File: src/rtl/alu_mem_sequencer.sv
// Runs one ALU command through the memory-mapped register file: writes A, B and
// the opcode, pulses EXEC, waits the fixed ALU latency and returns the result.
module alu_mem_sequencer #(
    parameter int DATA_WIDTH  = 8,
    parameter int ADDR_WIDTH  = 8,
    parameter int ALU_LATENCY = 2
) (
    input  logic                    clk,
    input  logic                    reset,
    input  logic                    cmd_valid,
    output logic                    cmd_ready,
    input  logic [DATA_WIDTH-1:0]   cmd_a,
    input  logic [DATA_WIDTH-1:0]   cmd_b,
    input  logic [2:0]              cmd_op,
    output logic                    mem_we,
    output logic [ADDR_WIDTH-1:0]   mem_addr,
    output logic [DATA_WIDTH-1:0]   mem_wdata,
    input  logic [2*DATA_WIDTH-1:0] alu_res,
    output logic                    rsp_valid,
    input  logic                    rsp_ready,
    output logic [2*DATA_WIDTH-1:0] rsp_res,
    output logic [2:0]              rsp_op,
    output logic                    busy
);

    if (ALU_LATENCY < 1 || ALU_LATENCY > 15 || DATA_WIDTH < 3 || ADDR_WIDTH < 2) begin : g_bad_config
        $error("alu_mem_sequencer: ALU_LATENCY must be 1..15, DATA_WIDTH >= 3, ADDR_WIDTH >= 2");
    end

    typedef enum logic [2:0] {
        ST_IDLE,
        ST_WR_A,
        ST_WR_B,
        ST_WR_OP,
        ST_WR_EXEC,
        ST_WAIT,
        ST_CLR_EXEC,
        ST_RESP
    } state_t;

    state_t                  state;
    state_t                  state_nx;
    logic [DATA_WIDTH-1:0]   a_q;
    logic [DATA_WIDTH-1:0]   b_q;
    logic [2:0]              op_q;
    logic [3:0]              wait_cnt;
    logic                    we_nx;
    logic [ADDR_WIDTH-1:0]   addr_nx;
    logic [DATA_WIDTH-1:0]   wdata_nx;

    assign cmd_ready = (state == ST_IDLE) && reset;
    assign rsp_valid = (state == ST_RESP);
    assign busy      = (state != ST_IDLE);

    // The mem port is registered, so the write belonging to each state is decoded on entry to it.
    always_comb begin
        state_nx = state;
        we_nx    = 1'b0;
        addr_nx  = '0;
        wdata_nx = '0;
        unique case (state)
            ST_IDLE: begin
                if (cmd_valid) begin
                    state_nx = ST_WR_A;
                    we_nx    = 1'b1;
                    addr_nx  = ADDR_WIDTH'(0);
                    wdata_nx = cmd_a;
                end
            end
            ST_WR_A: begin
                state_nx = ST_WR_B;
                we_nx    = 1'b1;
                addr_nx  = ADDR_WIDTH'(1);
                wdata_nx = b_q;
            end
            ST_WR_B: begin
                state_nx = ST_WR_OP;
                we_nx    = 1'b1;
                addr_nx  = ADDR_WIDTH'(2);
                wdata_nx = DATA_WIDTH'(op_q);
            end
            ST_WR_OP: begin
                state_nx = ST_WR_EXEC;
                we_nx    = 1'b1;
                addr_nx  = ADDR_WIDTH'(3);
                wdata_nx = DATA_WIDTH'(1);
            end
            ST_WR_EXEC: begin
                state_nx = ST_WAIT;
            end
            ST_WAIT: begin
                if (wait_cnt == 4'd0) begin
                    state_nx = ST_CLR_EXEC;
                    we_nx    = 1'b1;
                    addr_nx  = ADDR_WIDTH'(3);
                    wdata_nx = '0;
                end
            end
            ST_CLR_EXEC: begin
                state_nx = ST_RESP;
            end
            ST_RESP: begin
                if (rsp_ready) begin
                    state_nx = ST_IDLE;
                end
            end
            default: begin
                state_nx = ST_IDLE;
            end
        endcase
    end

    always_ff @(posedge clk or negedge reset) begin
        if (!reset) begin
            state     <= ST_IDLE;
            mem_we    <= 1'b0;
            mem_addr  <= '0;
            mem_wdata <= '0;
        end else begin
            state     <= state_nx;
            mem_we    <= we_nx;
            mem_addr  <= addr_nx;
            mem_wdata <= wdata_nx;
        end
    end

    // Command latch, latency countdown and result capture; cmd_* only matter in IDLE.
    always_ff @(posedge clk or negedge reset) begin
        if (!reset) begin
            a_q      <= '0;
            b_q      <= '0;
            op_q     <= '0;
            wait_cnt <= '0;
            rsp_res  <= '0;
            rsp_op   <= '0;
        end else begin
            if (state == ST_IDLE && cmd_valid) begin
                a_q  <= cmd_a;
                b_q  <= cmd_b;
                op_q <= cmd_op;
            end
            if (state == ST_WR_EXEC) begin
                wait_cnt <= 4'(ALU_LATENCY - 1);
            end else if (state == ST_WAIT && wait_cnt != 4'd0) begin
                wait_cnt <= wait_cnt - 4'd1;
            end
            if (state == ST_WAIT && wait_cnt == 4'd0) begin
                rsp_res <= alu_res;
                rsp_op  <= op_q;
            end
        end
    end

endmodule
File: config.mk
export PLATFORM = sky130hd
export DESIGN_NAME = alu_mem_sequencer
export DESIGN_NICKNAME = d
export VERILOG_FILES = /design/src/rtl/alu_mem_sequencer.sv
export SDC_FILE = /design/constraint.sdc
export NUM_CORES = 1
export LEC_CHECK = 0
export CAP_MARGIN = 20
export CORE_MARGIN = 2
export CORE_UTILIZATION = 35
export CTS_BUF_LIST = sky130_fd_sc_hd__clkbuf_4 sky130_fd_sc_hd__clkbuf_8 sky130_fd_sc_hd__clkbuf_16
export CTS_CLUSTER_DIAMETER = 30
export DETAILED_ROUTE_END_ITERATION = 10
export GPL_TIMING_DRIVEN = 1
export PLACE_DENSITY = 0.71
export RECOVER_POWER = 100
export SLEW_MARGIN = 25
export SYNTH_ARGS = -nofsm -noshare
export SYNTH_HDL_FRONTEND = slang
export SYNTH_SLANG_ARGS = --single-unit
File: constraint.sdc
create_clock -name clk -period 2.58 [get_ports clk]
set_input_delay 0.774 -clock clk [delete_from_list [all_inputs] [get_ports clk]]
set_output_delay 0.774 -clock clk [all_outputs]
set_load 0.005 [all_outputs]
After elaboration in Yosys (flattened, before gate mapping). Cells that the tools add are included.

Bits in registers: 54. Input port bits: 39. Output and inout bits: 39. Logic and storage cells: 44.

Add/subtract/negate cells: 1. Eq/ne operators: 10. Multiplexer cells: 13. Reductions and logical operators: 11.

Operators with widths (count): 8-bit one-hot mux with 4 select lines (1); 3-bit one-hot mux with 8 select lines (1); 3-bit == test, second input constant (4); 3-bit two-way mux (3); 4-bit two-way mux (2); 8-bit two-way mux (1); 2-bit one-hot mux with 4 select lines (1); 3-bit by 2-bit == test with 1-bit output, second input constant (2); 1-bit logical AND (4); 4-bit logical NOT (1); 2-bit by 1-bit != test with 1-bit output, second input constant (2); 4-bit nonzero test (1); 4-bit by 1-bit subtractor with 4-bit output, second input constant (1); 3-bit by 1-bit == test with 1-bit output, second input constant (1); 3-bit logical NOT (1); 1-bit one-hot mux with 3 select lines (1); 3-bit AND reduction (1); 3-bit nonzero test (1); 3-bit OR reduction (1); 1-bit two-way mux (2); 2-bit two-way mux (1); 2-bit != test, second input constant (1); 2-bit nonzero test (1).

Longest topological paths before layout. Gate-level depths: netlist of run 1.

Word-level depth: 4. Depth in mapped cells: 7. Gate-level depth less buffers: 5.

Worst setup path before layout of run 1. OpenSTA, ideal clock, no wires.

Path kind: reg-to-reg. Start: register wait_cnt[0]. End: register rsp_res[0]. Library setup time: 0.125 ns. Data arrival time: 1.681 ns. Required time: 2.455 ns. Setup slack: 0.774 ns. Stages on the path, launching flop included: 8. Buffers on the path: 2. Clock period less this slack: 1.806 ns. Cell sequence: dfrtp_1 > inv_1 > ha_1 > or3b_1 > buf_2 > nor3_4 > buf_6 > mux2_2.

Word-level cells in the longest chain between the ends: 2.

Ends and longest elaborated chain: from (decl) (line 46) `logic [3:0] wait_cnt;`; from (signal assigned) (line 143) `wait_cnt <= 4'(ALU_LATENCY - 1);`; from (signal assigned) (line 145) `wait_cnt <= wait_cnt - 4'd1;`; 4-bit logical NOT (line 147) `if (state == ST_WAIT && wait_cnt == 4'd0) begin`; 1-bit logical AND (line 147); to (signal assigned) (line 148) `rsp_res <= alu_res;`; to (decl) (line 21) `output logic [2*DATA_WIDTH-1:0] rsp_res,`.

Every way passes these cells. A chain may end at the register's enable or synchronous reset.

Final worst setup path of run 1.
Start: input port cmd_valid. End: register op_q[2].

Word-level cells in the longest chain between the ends: 1.

Ends and longest elaborated chain: from (decl) (line 10) `input logic cmd_valid,`; 1-bit logical AND (line 137) `if (state == ST_IDLE && cmd_valid) begin`; to (signal assigned) (line 140) `op_q <= cmd_op;`; to (decl) (line 45) `logic [2:0] op_q;`.

Every way passes these cells.

==> results.md, run 1 <==
* Outcome: completed
* Comb pwr share at 0.387
* Hold-fix buffers at CTS at 0
* Top cell family by delay on the critical path: buffers and inverters
* Setup WS pre-CTS at 0.319 ns
* Clock transition at the registers of the reported paths at 0.08 ns
* DRC at 0
* Yosys reg bits at 48
* Sequential share of the synthesized area at 0.590
* Core area at 5570 µm²
* Period minus WS final at 2.47 ns
* Area of the multi-input gates at 729 µm²
* Layout cells sized above 1 at 0.191
* Relative slew margins at 0.227
* Seq pwr share at 0.427
* Hold_sp: wait_cnt[3]
* CTS root buffer: clkbuf_8
* # IOs at 78
* Netlist Area Pre-Place at 2040 µm²
* Synthesized instance count at 149
* Die Area at 6450 µm²
* Via count at 1401
* Share of synthesized registers carrying an async set or reset at 1.00
* Number of buffers added on ports at 71
* Slowest-stage cell, CP: clkbuf_1
* Vias in the first global route at 1446
* Fmax at 405 MHz
* Post-synth EDFFs at 0
* RSZ-0062 raised after global routing: false
* Crit path max fanout at 16
* Iteration-0 DRC Markers at 60
* Setup Viol. Count Final at 0
* Post-CTS setup buffer count at 0
* Clock share of power at 0.186
* Bufs on Longest Clock Path at 2
* Crit start category: primary input
* Per-cell routed wire length at 13.2 µm
* Fillers at 535
* CP max stage delay at 0.62 ns
* Worst VDD drop at 0.396 mV
* Cell Pwr Density at 986 nW/µm²
* GR Util All Layers at 0.133
* Crit. End Element: register
* First-pass GRT wire length at 6.55 mm
* Initial core utilization at 0.365
* CTS tree: yes
* Synth cell types at 35
* Count leader, synth: dfrtp_1
* Worst endpoint required time at 2.77 ns
* Static leakage at 1.33 nW
* Max-slew violations at 0
* Crit path cell chain: dlygate4sd3_1, and2_0, clkbuf_1, mux2_2
* # nets final at 265
* Synth top cells by count: dfrtp_1, mux2_2, buf_4
* Row count at 27
* Critical path buffers and inverters at 2
* Register area at 1200 µm²
* Max cap viols at 0
* Post-cts resize count at 0
* Initial antenna violation count at 0
* Synth Flop Type: dfrtp_1
* Drt pass-1 iters at 4
* Vias/cell at 4.72
* Post-DP HPWL at 2.80 mm
* Final Non-Filler Cells at 297
* Area Growth Syn to Fin at 41.7%
* Worst-Margin Slew at 1.16 ns
* Ant diodes at 0
* Post-route setup slack at 0.113 ns
* Cell Int Power at 0.00203 W
* CTS sink count at 48
* TritonCTS Buffers at 5
* Yosys Warn Count at 0
* Switching share of power at 0.287
* CP startpoint: cmd_valid
* Arr. time, crit path at 2.65 ns
* Gr ovfl total at 0
* Placed cell count at 289
* Total power at 0.00285 W
* Worst R2R Start: wait_cnt[0]
* Setup TNS at 0 ns
* Switching Power at 0.000817 W
* Die H at 80.3 µm
* Worst skew pair latency at 0.30 ns
* Leading area contributor after synthesis: dfrtp_1
* Detail Route Antenna Nets at 0
* Worst hold path type: register to register
* Worst Setup Path Type: primary input to register
* Mapped Avg Cell Area at 13.7 µm²
* Final period utilization at 0.956
* Gpl congestion at 0.729
* Htree depth at 2
* Detailed Route WL at 3.91 mm
* Clock skew at 0.00722 ns
* Final hold vios at 0
* Die width at 80.3 µm
* Largest net degree at the start of global routing at 49
* Synth top area cells: dfrtp_1, mux2_2, buf_4, mux2i_1, a22o_1
* Area share of the largest cell type after synthesis at 0.590
[per-stage QoR]
step                utilization  cell area, µm²  hold slack [ns]
floorplan                     -            2060            0.438
global placement          0.502            2800            0.463
detailed placement        0.502            2800            0.476
CTS                       0.522            2910            0.488
global route              0.518            2890            0.513
finish                    0.518            2890            0.489
[state kept, by name (all words and copies together), names as in the netlist]
signal     cells
rsp_op         3
b_q            8
wait_cnt       4
state          3
mem_wdata      8
op_q           3
mem_we         1
rsp_res       16
mem_addr       2
[cell families (layout without fill, tap and decap cells)]
kind of cell | after synthesis | count (layout) | synth area share
other | 1 | 6 | 0.00184
flip-flops | 48 | 48 | 0.590
AO/OA/AOI/OAI | 18 | 18 | 0.0670
AND/OR/NAND/NOR | 28 | 28 | 0.0878
adder cells (fa/ha/maj) | 2 | 2 | 0.0123
multiplexers | 34 | 34 | 0.186
buffers and inverters | 18 | 89 | 0.0559
[layer usage]
| layer | vias to the layer above | part of all wire | wire length [µm] | global-route usage |
|---|---|---|---|---|
| met5 | - | 0 | 0 | 0 |
| met4 | 0 | 0.012 | 48 | 0.0407 |
| met3 | 6 | 0.071 | 278 | 0.0416 |
| met2 | 47 | 0.49 | 1920 | 0.226 |
| met1 | 683 | 0.43 | 1670 | 0.161 |
| li1 | 665 | - | - | - |
[final cells by class]
| cell class | instances | area share |
|---|---|---|
| Clock buffer | 5 | 0.0238 |
| Clock inverter | 3 | 0.0147 |
| Inverter | 4 | 0.00520 |
| Multi-Input combinational cell | 88 | 0.253 |
| Sequential cell | 48 | 0.416 |
| Tap cell | 72 | 0.0312 |
| Timing Repair Buffer | 77 | 0.256 |
[cells in the final DEF, fill, tap and decap left out, types with 3 or more instances in the layout]
cell	netlist	routed
clkbuf_8	0	5
a22o_1	4	4
clkdlybuf4s50_1	0	37
and2_0	0	3
mux2i_1	4	4
dfrtp_1	48	48
a21oi_1	3	3
inv_1	4	4
nand2_1	4	4
nor3_1	2	3
conb_1	1	6
clkbuf_2	0	3
dlygate4sd3_1	0	33
nand3_1	3	3
mux2_2	28	28
nor2_1	3	3
[worst paths after layout]
| path | slack, ns | depth (start not counted) | to |
|---|---|---|---|
| max | 0.11 | 4 | op_q[2] |
| max in group asynchronous | 1.08 | 2 | rsp_op[1] |
| min | 0.49 | 1 | wait_cnt[3] |
| min in group asynchronous | 0.81 | 2 | state[2] |
| max reg2reg | 0.30 | 6 | rsp_res[4] |
| min reg2reg | 0.49 | 1 | wait_cnt[3] |
[power by group through the flow]
| stage | logic (W) | clock network [W] | registers (W) |
|---|---|---|---|
| after global placement | 0.00119 | 0 | 0.00124 |
| after detailed placement | 0.00121 | 0 | 0.00125 |
| final | 0.00110 | 0.000531 | 0.00122 |
| after floorplan | 0.000591 | 0 | 0.00126 |
| after CTS | 0.00122 | 0.000556 | 0.00123 |
| after global routing | 0.00123 | 0.000586 | 0.00126 |
Note: power is estimated with default switching activity, not from simulation.
==> run 2, diff against run 1 <==
CORE_UTILIZATION = 43   (was 35)
PLACE_DENSITY = 0.84   (was 0.71)
==> results.md, run 2 (synthesis results as in run 1) <==
* Post-DP HPWL at 2.82 mm
* Gr ovfl total at 0
* First-pass GRT wire length at 6.47 mm
* Max-slew violations at 0
* Drt pass-1 iters at 4
* Worst endpoint required time at 2.76 ns
* Cell Pwr Density at 1000 nW/µm²
* Arr. time, crit path at 2.65 ns
* RSZ-0062 raised after global routing: false
* Outcome: completed
* Max cap viols at 0
* CTS sink count at 48
* Static leakage at 1.33 nW
* Hold_sp: wait_cnt[3]
* Core area at 4630 µm²
* Worst Setup Path Type: primary input to register
* Iteration-0 DRC Markers at 69
* Bufs on Longest Clock Path at 2
* Layout cells sized above 1 at 0.187
* Setup Viol. Count Final at 0
* R2R Setup Slk at 0.35 ns
* Die Area at 5300 µm²
* Most common cell after layout, fill and taps aside: dfrtp_1
* Per-cell routed wire length at 14.0 µm
* Slowest-stage cell, CP: clkbuf_1
* Relative slew margins at 0.228
* Top Registers: rsp_res x16, b_q x8, mem_wdata x8
* Final hold vios at 0
* Fillers at 390
* Post-CTS setup buffer count at 0
* TritonCTS Buffers at 5
* GR Util All Layers at 0.162
* Clock skew at 0.00540 ns
* Die width at 72.8 µm
* Crit path max fanout at 19
* Number of buffers added on ports at 71
* Area Growth Syn to Fin at 40.5%
* Crit path cell chain: dlygate4sd3_1, and2_1, clkbuf_1, mux2_2
* Area of the multi-input gates at 729 µm²
* CP max stage delay at 0.72 ns
* Worst skew pair latency at 0.30 ns
* Setup TNS at 0 ns
* Post-cts resize count at 0
* Final core area utilization at 0.618
* Hold-fix buffers at CTS at 0
* Htree depth at 2
* # nets final at 265
* Register area at 1200 µm²
* Crit. End Element: register
* Row count at 25
* Max reg flops at 16
* CTS root buffer: clkbuf_8
* CTS tree: yes
* Initial core utilization at 0.440
* Reg2Reg Depth at 6
* Worst hold path type: register to register
* Worst r2r dst: rsp_res[6]
* Period minus WS final at 2.47 ns
* Vias/cell at 5.01
* Worst Hold End: wait_cnt[3]
* Gpl congestion at 0.774
* Initial antenna violation count at 0
* Die H at 72.8 µm
* Via count at 1399
* Detail Route Antenna Nets at 0
* Commonest non-fill, non-tap cells in the layout: dfrtp_1, clkdlybuf4s50_1, dlygate4sd3_1
* Ant diodes at 0
* Worst R2R Start: wait_cnt[0]
* Crit start category: primary input
* Vias in the first global route at 1453
* Hold depth at 1
* DRC at 0
* Clock transition at the registers of the reported paths at 0.08 ns
* Worst-Margin Slew at 1.16 ns
* Largest net degree at the start of global routing at 49
* Fmax at 405 MHz
* Detailed Route WL at 3.91 mm
* # IOs at 78
* Final period utilization at 0.957
* Worst VDD drop at 0.617 mV
* Most flops, register: rsp_res
-- run 2: cell types whose count changed in the layout (fill, tap and decap cells not counted) --
| cell | change |
|---|---|
| buf_2 | -1 |
| clkbuf_1 | +1 |
| clkbuf_4 | +1 |
| clkinvlp_4 | -1 |
-- run 2: metrics by stage --
step / cell area, µm² / hold WS (ns) / cells / total power, W / worst slack, ns
after floorplan: 2060 / 0.438 / 154 / 0.00185 / 0.774
after global placement: 2780 / 0.459 / 271 / 0.00241 / 0.307
after detailed placement: 2780 / 0.466 / 271 / 0.00246 / 0.315
after CTS: 2890 / 0.483 / 279 / 0.00301 / 0.105
after global routing: 2860 / 0.504 / 279 / 0.00308 / 0.0121
final: 2860 / 0.487 / 279 / 0.00286 / 0.110
-- run 2: critical path: cells and delay by family --
kind                   cells  cell delay [ns]
buffers and inverters      2             1.31
multiplexers               1             0.42
AND/OR/NAND/NOR            1             0.14
-- run 2: where the power goes --
part | leakage [nW] | switching, W | internal, W
logic | 0.665 | 0.000431 | 0.000669
clock network | 0.0586 | 0.000240 | 0.000298
registers | 0.606 | 0.000148 | 0.00107
-- run 2: worst max path at each step --
| stage | endpoint | from | slack [ns] |
|---|---|---|---|
| after CTS | cmd_ready | state[1] | 0.10 |
| after global placement | cmd_ready | reset | 0.31 |
| after global routing | cmd_ready | state[1] | 0.01 |
| after detailed placement | cmd_ready | reset | 0.32 |
| after floorplan | rsp_res[0] | wait_cnt[0] | 0.77 |
| final | b_q[0] | cmd_valid | 0.11 |
-- run 2: final cells by class --
class | count | area share
flip-flops and latches | 48 | 0.420
repair buffers | 77 | 0.258
multi-input cells | 88 | 0.255
clock buffers | 6 | 0.0267
well taps | 54 | 0.0236
clock inverters | 2 | 0.0122
inverters | 4 | 0.00524
-- run 2: layer usage --
layer	vias up	share of wire	global-route usage	wire length [µm]
met5	-	0	0	0
met4	0	0.0097	0.0556	38
met3	4	0.075	0.0663	293
met2	46	0.51	0.274	1990
met1	686	0.40	0.187	1580
li1	663	-	-	-
==> run 3, diff against run 2 <==
PLACE_DENSITY = 0.78   (was 0.84)
==> results.md, run 3 (synthesis results as in run 1) <==
* Static leakage at 1.32 nW
* Worst-Margin Slew at 1.17 ns
* Initial antenna violation count at 0
* Max reg flops at 16
* CTS root buffer: clkbuf_8
* Clock skew at 0.00666 ns
* Core area at 4630 µm²
* Largest net degree at the start of global routing at 49
* Setup TNS at 0 ns
* TritonCTS Buffers at 5
* Ant diodes at 0
* Htree depth at 2
* Worst skew pair latency at 0.30 ns
* Die width at 72.8 µm
* Bufs on Longest Clock Path at 2
* First-pass GRT wire length at 6.77 mm
* Commonest non-fill, non-tap cells in the layout: dfrtp_1, clkdlybuf4s50_1, dlygate4sd3_1
* Max cap viols at 0
* Worst endpoint required time at 1.81 ns
* # nets final at 266
* Fillers at 406
* DRC at 0
* Setup Viol. Count Final at 0
* Cell Pwr Density at 988 nW/µm²
* Worst Setup Path Type: register to primary output
* Crit start category: register
* Most common cell after layout, fill and taps aside: dfrtp_1
* Slowest-stage cell, CP: clkdlybuf4s50_1
* Clock transition at the registers of the reported paths at 0.09 ns
* CTS tree: yes
* Area Growth Syn to Fin at 40.6%
* Top Registers: rsp_res x16, b_q x8, mem_wdata x8
* Arr. time, crit path at 1.66 ns
* Row count at 25
* Final hold vios at 0
* Post-DP HPWL at 3.00 mm
* # IOs at 78
* Worst hold path type: register to register
* Hold-fix buffers at CTS at 0
* Drt pass-1 iters at 4
* Per-cell routed wire length at 14.8 µm
* Layout cells sized above 1 at 0.190
* RSZ-0062 raised after global routing: false
* Relative slew margins at 0.217
* Most flops, register: rsp_res
* Detail Route Antenna Nets at 0
* Vias in the first global route at 1395
* Post-CTS setup buffer count at 0
* Die Area at 5300 µm²
* Iteration-0 DRC Markers at 131
* Period minus WS final at 2.44 ns
* Post-cts resize count at 0
* Crit path cell chain: nor3_1, and2_0, clkdlybuf4s50_1
* GR Util All Layers at 0.169
* Gpl congestion at 0.758
* Fmax at 410 MHz
* Outcome: completed
* Crit. End Element: primary output
* Die H at 72.8 µm
* Detailed Route WL at 4.15 mm
* Worst VDD drop at 0.498 mV
* Number of buffers added on ports at 71
* Vias/cell at 5.07
* Gr ovfl total at 0
* Final period utilization at 0.945
* CTS sink count at 48
* Via count at 1420
* CP max stage delay at 0.50 ns
* Crit path max fanout at 3
* Final core area utilization at 0.619
* Initial core utilization at 0.440
* Max-slew violations at 0
## run 3: worst max-delay path: cells and delay by family, from the launching register on
kind / cells / cell delay [ns]
buf+inv: 1 / 0.50
flops: 1 / 0.39
simple gates: 2 / 0.48
## run 3: layout make-up
class / instances / area [µm²] / area share
clock inverters: 1 / 7.51 / 0.00262
multi-input cells: 88 / 741 / 0.259
flip-flops and latches: 48 / 1200 / 0.419
clock buffers: 7 / 90.1 / 0.0315
well taps: 54 / 67.6 / 0.0236
inverters: 4 / 15.0 / 0.00524
repair buffers: 78 / 742 / 0.259
## run 3: through the flow
stage	hold slack [ns]	instance area [µm²]	total power [W]	worst slack [ns]	std cells
floorplan	0.438	2060	0.00185	0.774	154
global placement	0.455	2780	0.00243	0.337	272
detailed placement	0.467	2780	0.00248	0.340	272
CTS	0.485	2880	0.00296	0.127	280
global route	0.511	2860	0.00304	0.0156	280
finish	0.486	2860	0.00283	0.142	280
## run 3: power by group
group | leakage, nW | internal [W] | total (W) | switching [W]
Clock | 0.0479 | 0.000229 | 0.000470 | 0.000242
Sequential | 0.606 | 0.00107 | 0.00123 | 0.000153
Combinational | 0.668 | 0.000674 | 0.00113 | 0.000457
Total | 1.32 | 0.00198 | 0.00283 | 0.000852
## run 3: layer usage
layer | wire, µm | up-vias | part of all wire | GRT usage
li1 | - | 666 | - | -
met5 | 0 | - | 0 | 0
met1 | 1840 | 698 | 0.44 | 0.228
met2 | 2020 | 45 | 0.49 | 0.257
met4 | 98 | 0 | 0.024 | 0.0700
met3 | 194 | 11 | 0.047 | 0.0470
## run 3: worst paths after layout
kind                                  start           to  slack [ns]  cells past startpoint
worst max-delay path               state[1]    cmd_ready        0.14                      3
worst min-delay path            wait_cnt[3]  wait_cnt[3]        0.49                      1
worst max register to register  wait_cnt[0]   rsp_res[4]        0.18                      6
worst min register to register  wait_cnt[3]  wait_cnt[3]        0.49                      1
max in group asynchronous             reset  wait_cnt[2]        1.07                      2
min in group asynchronous             reset     state[0]        0.80                      2
